File: config.mk
export PLATFORM = sky130hd
export DESIGN_NAME = riscv_mem_arbiter
export DESIGN_NICKNAME = d
export VERILOG_FILES = /design/src/rtl/riscv_mem_arbiter.sv
export SDC_FILE = /design/constraint.sdc
export NUM_CORES = 1
export LEC_CHECK = 0
export ABC_AREA = 0
export CELL_PAD_IN_SITES_DETAIL_PLACEMENT = 0
export CELL_PAD_IN_SITES_GLOBAL_PLACEMENT = 2
export CORE_ASPECT_RATIO = 1.4
export CORE_MARGIN = 3
export CORE_UTILIZATION = 21
export DETAILED_ROUTE_END_ITERATION = 12
export PLACE_DENSITY = 0.93
export SKIP_LAST_GASP = 1
export SLEW_MARGIN = 10
export SYNTH_ARGS = -nofsm -noshare
export SYNTH_HDL_FRONTEND = slang
export SYNTH_SLANG_ARGS = --single-unit
File: constraint.sdc
create_clock -name clk -period 4.7 [get_ports clk]
set_input_delay 0.705 -clock clk [delete_from_list [all_inputs] [get_ports clk]]
set_output_delay 0.705 -clock clk [all_outputs]
set_load 0.05 [all_outputs]
File: src/rtl/riscv_mem_arbiter.sv
// Round-robin N-port arbiter onto one memory port, with boot-loader priority and range-error responses.
// Latency: memory command one cycle after accept; response MEM_LATENCY+1 cycles after accept.
// Backpressure: mem_ready=0 holds off in-range accepts only; responses are never stalled.
module riscv_mem_arbiter #(
    parameter int NUM_PORTS   = 2,
    parameter int ADDR_W      = 32,
    parameter int DATA_W      = 32,
    parameter int TAG_W       = 11,
    parameter int MEM_LATENCY = 1,
    parameter logic [ADDR_W-1:0] ADDR_MIN = 32'h0000_0000,
    parameter logic [ADDR_W-1:0] ADDR_MAX = 32'h0000_FFFF,
    localparam int STRB_W     = DATA_W / 8
) (
    input  logic                          clk,
    input  logic                          rst_n,
    input  logic [NUM_PORTS-1:0]          req_valid,
    output logic [NUM_PORTS-1:0]          req_accept,
    input  logic [NUM_PORTS*ADDR_W-1:0]   req_addr,
    input  logic [NUM_PORTS*DATA_W-1:0]   req_wdata,
    input  logic [NUM_PORTS*STRB_W-1:0]   req_wstrb,
    input  logic [NUM_PORTS*TAG_W-1:0]    req_tag,
    output logic [NUM_PORTS-1:0]          resp_valid,
    output logic [DATA_W-1:0]             resp_data,
    output logic [TAG_W-1:0]              resp_tag,
    output logic                          resp_error,
    input  logic                          load_we,
    input  logic [ADDR_W-1:0]             load_addr,
    input  logic [DATA_W-1:0]             load_wdata,
    input  logic                          loading_done,
    output logic [ADDR_W-1:0]             mem_addr,
    output logic [DATA_W-1:0]             mem_wdata,
    output logic [STRB_W-1:0]             mem_wstrb,
    output logic                          mem_we,
    output logic                          mem_re,
    input  logic                          mem_ready,
    input  logic [DATA_W-1:0]             mem_rdata
);

    localparam int PTR_W = (NUM_PORTS > 1) ? $clog2(NUM_PORTS) : 1;

    typedef enum logic {ST_LOAD, ST_RUN} state_t;

    typedef struct packed {
        logic             vld;
        logic [PTR_W-1:0] port;
        logic [TAG_W-1:0] tag;
        logic             err;
        logic             wr;
    } resp_ent_t;

    state_t            state, state_nxt;
    logic [PTR_W-1:0]  rr_ptr;
    logic [PTR_W-1:0]  gnt_idx;
    logic              gnt_vld;
    logic              accept;
    logic              below_min, above_max, oor;
    logic [ADDR_W-1:0] gnt_addr;
    logic [DATA_W-1:0] gnt_wdata;
    logic [STRB_W-1:0] gnt_wstrb;
    logic [TAG_W-1:0]  gnt_tag;
    resp_ent_t         pipe [0:MEM_LATENCY];
    resp_ent_t         head;

    always_ff @(posedge clk or negedge rst_n) begin
        if (!rst_n) state <= ST_LOAD;
        else        state <= state_nxt;
    end

    always_comb begin
        state_nxt = state;
        if (state == ST_LOAD && loading_done) state_nxt = ST_RUN;
    end

    // Scan downward so the candidate closest to rr_ptr is the last (winning) assignment.
    always_comb begin
        int               j;
        logic [PTR_W-1:0] cand;
        gnt_vld = 1'b0;
        gnt_idx = '0;
        j       = 0;
        cand    = '0;
        for (int i = NUM_PORTS - 1; i >= 0; i--) begin
            j = int'(rr_ptr) + i;
            if (j >= NUM_PORTS) j = j - NUM_PORTS;
            cand = PTR_W'(j);
            if (req_valid[cand]) begin
                gnt_vld = 1'b1;
                gnt_idx = cand;
            end
        end
    end

    assign gnt_addr  = req_addr[gnt_idx*ADDR_W +: ADDR_W];
    assign gnt_wdata = req_wdata[gnt_idx*DATA_W +: DATA_W];
    assign gnt_wstrb = req_wstrb[gnt_idx*STRB_W +: STRB_W];
    assign gnt_tag   = req_tag[gnt_idx*TAG_W +: TAG_W];

    // Borrow out of a widened subtract gives the unsigned range test without constant-compare corners.
    assign below_min = 1'(({1'b0, gnt_addr} - {1'b0, ADDR_MIN}) >> ADDR_W);
    assign above_max = 1'(({1'b0, ADDR_MAX} - {1'b0, gnt_addr}) >> ADDR_W);
    assign oor       = below_min | above_max;

    always_comb begin
        accept     = (state == ST_RUN) && gnt_vld && (mem_ready || oor);
        req_accept = accept ? (NUM_PORTS'(1) << gnt_idx) : '0;
    end

    always_ff @(posedge clk or negedge rst_n) begin
        if (!rst_n) begin
            rr_ptr    <= '0;
            mem_addr  <= '0;
            mem_wdata <= '0;
            mem_wstrb <= '0;
            mem_we    <= 1'b0;
            mem_re    <= 1'b0;
        end else begin
            mem_we <= 1'b0;
            mem_re <= 1'b0;
            if (state == ST_LOAD) begin
                if (load_we) begin
                    mem_we    <= 1'b1;
                    mem_wstrb <= '1;
                    mem_addr  <= load_addr;
                    mem_wdata <= load_wdata;
                end
            end else if (accept) begin
                rr_ptr <= (gnt_idx == PTR_W'(NUM_PORTS - 1)) ? '0 : gnt_idx + 1'b1;
                if (!oor) begin
                    mem_addr  <= gnt_addr;
                    mem_wdata <= gnt_wdata;
                    mem_wstrb <= gnt_wstrb;
                    mem_we    <= |gnt_wstrb;
                    mem_re    <= ~|gnt_wstrb;
                end
            end
        end
    end

    always_ff @(posedge clk or negedge rst_n) begin
        if (!rst_n) begin
            for (int k = 0; k <= MEM_LATENCY; k++) pipe[k] <= '0;
        end else begin
            pipe[0] <= '{vld: accept, port: gnt_idx, tag: gnt_tag, err: oor, wr: |gnt_wstrb};
            for (int k = 1; k <= MEM_LATENCY; k++) pipe[k] <= pipe[k-1];
        end
    end

    assign head       = pipe[MEM_LATENCY];
    assign resp_valid = head.vld ? (NUM_PORTS'(1) << head.port) : '0;
    assign resp_tag   = head.vld ? head.tag : '0;
    assign resp_error = head.vld & head.err;
    assign resp_data  = (head.vld && !head.err && !head.wr) ? mem_rdata : '0;

endmodule

==> summary.txt, run 1 <==
Global routing
  • Total GRT Usage: 15.11%
  • Initial antenna violation count: 0
  • Busiest layer in global routing: met2
  • Met3 Track Usage GR: 3.884%
  • First-pass GRT wire length: 34260 µm
  • M1 GR Usage: 16.28%
  • Vias in the first global route: 5755
  • GR Overflow Total: 0
  • Largest net degree at the start of global routing: 51
  • GR Util met2: 28.58%

Timing
  • Final number of hold-violating endpoints: 0
  • Final setup vio count: 0
  • Period utilization: 74.58%
  • Post-route minimum period: 3.505 ns
  • Worst Max-Slew Pin Slew: 0.6219 ns
  • Slew Limit Fails: 0
  • RSZ-0062 raised after global routing: false
  • Worst slew margin: 58.41%
  • Final Skew: 0.01139 ns
  • Max frequency: 285.3 MHz
  • TNS Setup: 0 ns

Floorplanning
  • Die footprint: 29190 µm²
  • I/O Pins: 379
  • Chip width: 145.2 µm
  • Core Box Area: 26450 µm²
  • Row count: 70
  • Starting Density: 21.55%
  • Die H: 200.9 µm

Logic synthesis
  • Area leader, netlist: dfrtp_1
  • Distinct cell type count after synthesis: 33
  • #FFs+latches synth: 102
  • Largest cells by area after synthesis: dfrtp_1 45%, mux2_4 16%, nand2_1 9.0%, a31oi_1 5.3%, and2_1 4.9%
  • Syn avg cell area: 9.862 µm²
  • Yosys warns: 0
  • Ys async rst share: 100.0%
  • Mapped Area: 5700 µm²
  • Most frequent cell after synthesis: nand2_1
  • Sequential element share of the synthesized area: 44.78%
  • Post-synth top area share: 44.78%
  • Cells after Synth: 578
  • Synth Net Count: 839
  • Commonest cells post-synth: 136 x nand2_1, 102 x dfrtp_1, 69 x nor2_1
  • Number of flops mapped to enable cells by yosys: 0
  • Post-synth top flop: dfrtp_1

Layout
  • Area grow syn2layout: 77.09%
  • Fin cells: 1301
  • Final nets: 1197
  • Layout cells sized above 1: 11.69%
  • # diodes: 0

Pwr
  • Lkg Pwr: 4.186 nW
  • Pwr dens: 291.7 nW/µm²
  • Overall Power: 2.945 mW
  • Peak VDD IR: 0.1745 mV

Critical path
  • WS Path Type: in2out
  • Worst setup EP type: output port
  • CP startpoint kind: input port
  • WP data arrival: 2.80 ns
  • Crit path max fanout: 40
  • Reg-to-reg endpoint: mem_addr[8]
  • Critical path required time: 3.99 ns
  • Reg-to-reg startpoint: rr_ptr
  • Reg2Reg Setup Slack: 1.84 ns
  • Worst reg2reg path depth: 6
  • Crit path launch: req_valid[1]
  • Crit path to: req_accept[1]

Route
  • Drt first pass iters: 4
  • Wirelength per Cell: 17.41 µm
  • Vias per Instance: 4.201
  • DR iter-0 viols: 218
  • Via count: 5465
  • Routed WL: 22650 µm
  • Drc violations: 0
  • Antenna viol nets, final: 0

Clocking
  • CTS buffer count: 9
  • Post-cts sizing count: 0
  • H-tree depth: 3
  • Clock Path Buffers: 2
  • CTS root buf: clkbuf_16
  • Clock insertion delay at the later pin of the skew report: 0.36 ns
  • Postcts setup bufs: 0
  • Reg clk slew, reported paths: 0.08 ns
  • CTS tree: done
  • Clock Sinks: 102
  • Hold buffer count at cts: 0

Placed design
  • Port buffer count: 378
  • Post-Place Cells: 1285
  • Gp weighted congestion: 0.7908
  • Post-DP HPWL: 17980 µm

Status
  • Status: finished, final reports clean

Min path
  • Hold WC Path Type: in2async

Flow run
  • Max-cap violations: 0
## cell type report
type | count | area [µm²]
fill | 2679 | 16360
sequential | 102 | 2556
clock buffer | 10 | 239.0
inverter | 2 | 7.507
timing repair buffer | 388 | 3866
tap | 360 | 450.4
multi-input combinational | 433 | 2899
clock inverter | 6 | 76.32
## metrics by stage
stage	hold slack, ns	setup slack [ns]	cell area (µm²)	utilization, %
4_1_cts	0.3530	1.133	10090	38.16
2_1_floorplan	0.3312	1.402	5700	-
5_1_grt	0.3589	1.076	10090	38.16
3_5_place_dp	0.3347	0.9309	9779	36.97
3_3_place_gp	0.3313	0.9348	9779	36.97
6_report	0.3416	1.195	10090	38.16
## worst min path at each step
stage	endpoint	slack, ns	cells past startpoint
floorplan	head[0]	0.33	0
global placement	head[11]	0.33	0
detailed placement	head[6]	0.33	0
CTS	head[9]	0.35	0
global route	head[5]	0.36	0
finish	mem_wdata[4]	0.34	1
## placed cells by master, fill, tap and decap left out, types with 2 or more instances in the layout
master,n
clkdlybuf4s50_1,376
nand2_1,135
dfrtp_1,101
nor2_1,69
mux2_4,60
a31oi_1,48
and2_1,45
mux2i_1,20
a21oi_1,17
buf_4,11
mux2_2,9
clkbuf_16,9
nor4_1,5
nor4_2,4
clkinv_4,3
nor2b_1,2
nand4_1,2
o21ai_0,2
nor3_1,2
## metal layers
metal | vias to the layer above | share of wire, %
met1 | 2529 | 37
met5 | - | 0
met2 | 241 | 54
li1 | 2667 | -
met3 | 28 | 6.5
met4 | 0 | 2.3
## state kept, by name (all words and copies together), names as in the netlist
name,flops
mem_addr,32
mem_wdata,32
head,15
pipe,15
mem_wstrb,4
mem_re,1
mem_we,1
rr_ptr,1
state,1
## worst max-delay path: stages
cell and delay, ns:
clkdlybuf4s50_1 0.57, nand2_4 0.35, nor3_1 0.31, clkdlybuf4s50_1 0.86
## report_power, final
part           switching [mW]  leakage [nW]  internal [mW]
Clock                   0.363         0.155          0.437
Sequential             0.0598          1.23          0.984
Combinational           0.591          2.80          0.510
## kinds of logic after synthesis
family | after synthesis | synth area share, %
flops | 102 | 44.78
buf+inv | 43 | 4.719
simple gates | 272 | 21.38
mux | 89 | 21.09
compound gates | 72 | 8.034
Note: power is estimated with default switching activity, not from simulation.
==> run 2, diff against run 1 <==
--- a/config.mk
+++ b/config.mk
@@ -10,9 +10,9 @@
 export CELL_PAD_IN_SITES_GLOBAL_PLACEMENT = 2
 export CORE_ASPECT_RATIO = 1.4
 export CORE_MARGIN = 3
-export CORE_UTILIZATION = 21
+export CORE_UTILIZATION = 18
 export DETAILED_ROUTE_END_ITERATION = 12
-export PLACE_DENSITY = 0.93
+export PLACE_DENSITY = 0.85
 export SKIP_LAST_GASP = 1
 export SLEW_MARGIN = 10
 export SYNTH_ARGS = -nofsm -noshare
==> constraint.sdc (replaced) <==
create_clock -name clk -period 2.85 [get_ports clk]
set_input_delay 0.4275 -clock clk [delete_from_list [all_inputs] [get_ports clk]]
set_output_delay 0.4275 -clock clk [all_outputs]
set_load 0.05 [all_outputs]
==> run 2 against run 1 <==
  * Sequential cell count unchanged
  * First-iteration DRC count shrank 15%
  * Setup slack got worse by 0.98 ns
  * Utilization down 4.1 points
  * Combinational power rose by 66%
  * Final cell count is 3.5% higher
  * Critical endpoint is now req_accept[0]
==> summary.txt, run 2 (synthesized netlist as in run 1, its figures left out) <==
Route
  • Via count: 5529 (+1.2%)
  • Vias per Instance: 4.108 (-2.2%)
  • Antenna viol nets, final: 0 (unchanged)
  • Drt first pass iters: 6 (+2)
  • Routed WL: 23550 µm (+4.0%)
  • Wirelength per Cell: 17.50 µm (+0.51%)
  • Drc violations: 0 (unchanged)
  • DR iter-0 viols: 186 (-15%)

Clocking
  • Hold buffer count at cts: 0 (unchanged)
  • CTS tree: done
  • Post-cts sizing count: 0 (unchanged)
  • CTS root buf: clkbuf_16
  • Clock Sinks: 102 (unchanged)
  • CTS buffer count: 9 (unchanged)
  • Clock insertion delay at the later pin of the skew report: 0.36 ns (about the same)
  • Reg clk slew, reported paths: 0.07 ns (about the same)
  • Clock Path Buffers: 2 (unchanged)
  • H-tree depth: 3 (unchanged)
  • Postcts setup bufs: 0 (unchanged)

Min path
  • Hold WC Path Type: in2async

Timing
  • Final Worst Setup Slack: 0.2152 ns (-0.9796 ns)
  • Period utilization: 92.45%
  • TNS Setup: 0 ns (unchanged)
  • Slew Limit Fails: 0 (unchanged)
  • RSZ-0062 raised after global routing: false
  • Final Skew: 0.009734 ns (-0.001660 ns)
  • Final number of hold-violating endpoints: 0 (unchanged)
  • Post-route minimum period: 2.635 ns
  • Final setup vio count: 0 (unchanged)
  • Max frequency: 379.5 MHz
  • Worst slew margin: 60.06% (+1.6 points)
  • Worst Max-Slew Pin Slew: 0.5973 ns (-0.02463 ns)

Global routing
  • GR Overflow Total: 0 (unchanged)
  • Vias in the first global route: 5602 (-2.7%)
  • Total GRT Usage: 13.12% (-2.0 points)
  • M1 GR Usage: 14.20% (-2.1 points)
  • GR Util met2: 24.49% (-4.1 points)
  • Initial antenna violation count: 3 (+3)
  • Met3 Track Usage GR: 3.116% (-0.77 points)
  • Largest net degree at the start of global routing: 53 (+3.9%)
  • Busiest layer in global routing: met2
  • First-pass GRT wire length: 33630 µm (-1.8%)

Flow run
  • Max-cap violations: 0 (unchanged)

Placed design
  • Post-DP HPWL: 18760 µm (+4.3%)
  • Post-Place Cells: 1328 (+3.3%)
  • Port buffer count: 378 (unchanged)
  • DP Area: 10190 µm² (+4.2%)
  • Placement Setup Slack: 0.01363 ns (-0.9173 ns)
  • Gp weighted congestion: 0.8026 (+1.5%)

Floorplanning
  • Chip width: 156.4 µm (+7.7%)
  • Die footprint: 33870 µm² (+16%)
  • Starting Density: 18.39% (-3.2 points)
  • Core Box Area: 31000 µm² (+17%)
  • Die H: 216.6 µm (+7.8%)
  • Row count: 76 (+8.6%)
  • I/O Pins: 379 (unchanged)

Pwr
  • Pwr dens: 475.1 nW/µm² (+63%)
  • Peak VDD IR: 0.2080 mV (+19%)
  • Lkg Pwr: 4.418 nW (+5.5%)

Critical path
  • Worst setup EP type: output port
  • CP startpoint kind: input port
  • Crit path max fanout: 3 (-93%)
  • Critical path required time: 2.42 ns (-1.57 ns)
  • WS Path Type: in2out
  • WP data arrival: 2.21 ns (-0.59 ns)

Layout
  • Area grow syn2layout: 85.07%
  • Final nets: 1210 (+1.1%)
  • Most frequent cells in the layout: 343 x clkdlybuf4s50_1, 135 x nand2_1, 101 x dfrtp_1, 69 x nor2_1, 60 x mux2_4
  • Filler Cell Count: 3195 (+19%)
  • Commonest non-fill, non-tap cell in the layout: clkdlybuf4s50_1
  • Layout cells sized above 1: 16.14% (+4.5 points)
  • Fin cells: 1346 (+3.5%)
  • Largest regs: mem_addr (32), mem_wdata (32)
  • Final Instance Area: 10550 µm² (+4.5%)

Status
  • Status: finished, final reports clean
-- run 2: cell types whose count changed in the layout (fill, tap and decap cells not counted), sizes merged --
cell and change:
buf +46, bufinv +2, clkbuf +3, clkdlybuf4s50 -33, clkinv -3, diode +2
inv -2
-- run 2: through the flow --
step / total power [mW] / util [%] / hold WS, ns
floorplan: 2.703 / - / 0.1319
global placement: 3.593 / 32.89 / 0.3312
detailed placement: 3.601 / 32.89 / 0.3347
CTS: 5.099 / 34.02 / 0.05717
finish: 5.012 / 34.03 / 0.05242
global route: 5.240 / 34.03 / 0.07420
-- run 2: final cells by class --
class,count,area [µm²],area share [%]
diodes,2,5.005,0.04744
clock buffers,13,260.3,2.467
clock inverters,3,90.09,0.8539
inverters,2,7.507,0.07116
multi-input cells,433,2899,27.48
flip-flops and latches,102,2556,24.23
well taps,390,488.0,4.625
repair buffers,401,4244,40.23
-- run 2: worst paths after layout --
| check | from | endpoint | slack, ns | depth (start not counted) |
|---|---|---|---|---|
| worst max register to register | rr_ptr | mem_addr[29] | 0.85 | 6 |
| worst min register to register | pipe[19] | head[4] | 0.35 | 0 |
| worst max-delay path | req_addr[29] | req_accept[0] | 0.22 | 8 |
| min in group clk | pipe[19] | head[4] | 0.35 | 0 |
| max in group asynchronous | rst_n | mem_addr[4] | 2.16 | 2 |
| worst min-delay path | rst_n | mem_wdata[12] | 0.05 | 1 |
-- run 2: critical path: stages --
cell and delay [ns]:
clkdlybuf4s50_1 0.44, nor4_1 0.43, buf_4 0.20, nand4_1 0.16
buf_4 0.21, nor2_1 0.08, nor3_1 0.08, buf_12 0.18
-- run 2: routing by layer --
metal | vias to the layer above | wire, µm
met5 | - | 8
met4 | 2 | 510
met3 | 25 | 1533
met2 | 207 | 12590
met1 | 2592 | 8907
li1 | 2703 | -
-- run 2: power breakdown --
part	leakage (nW)	internal, mW	switching (mW)
registers	1.23	1.62	0.0956
logic	3.02	0.857	0.976
clock network	0.170	0.908	0.552
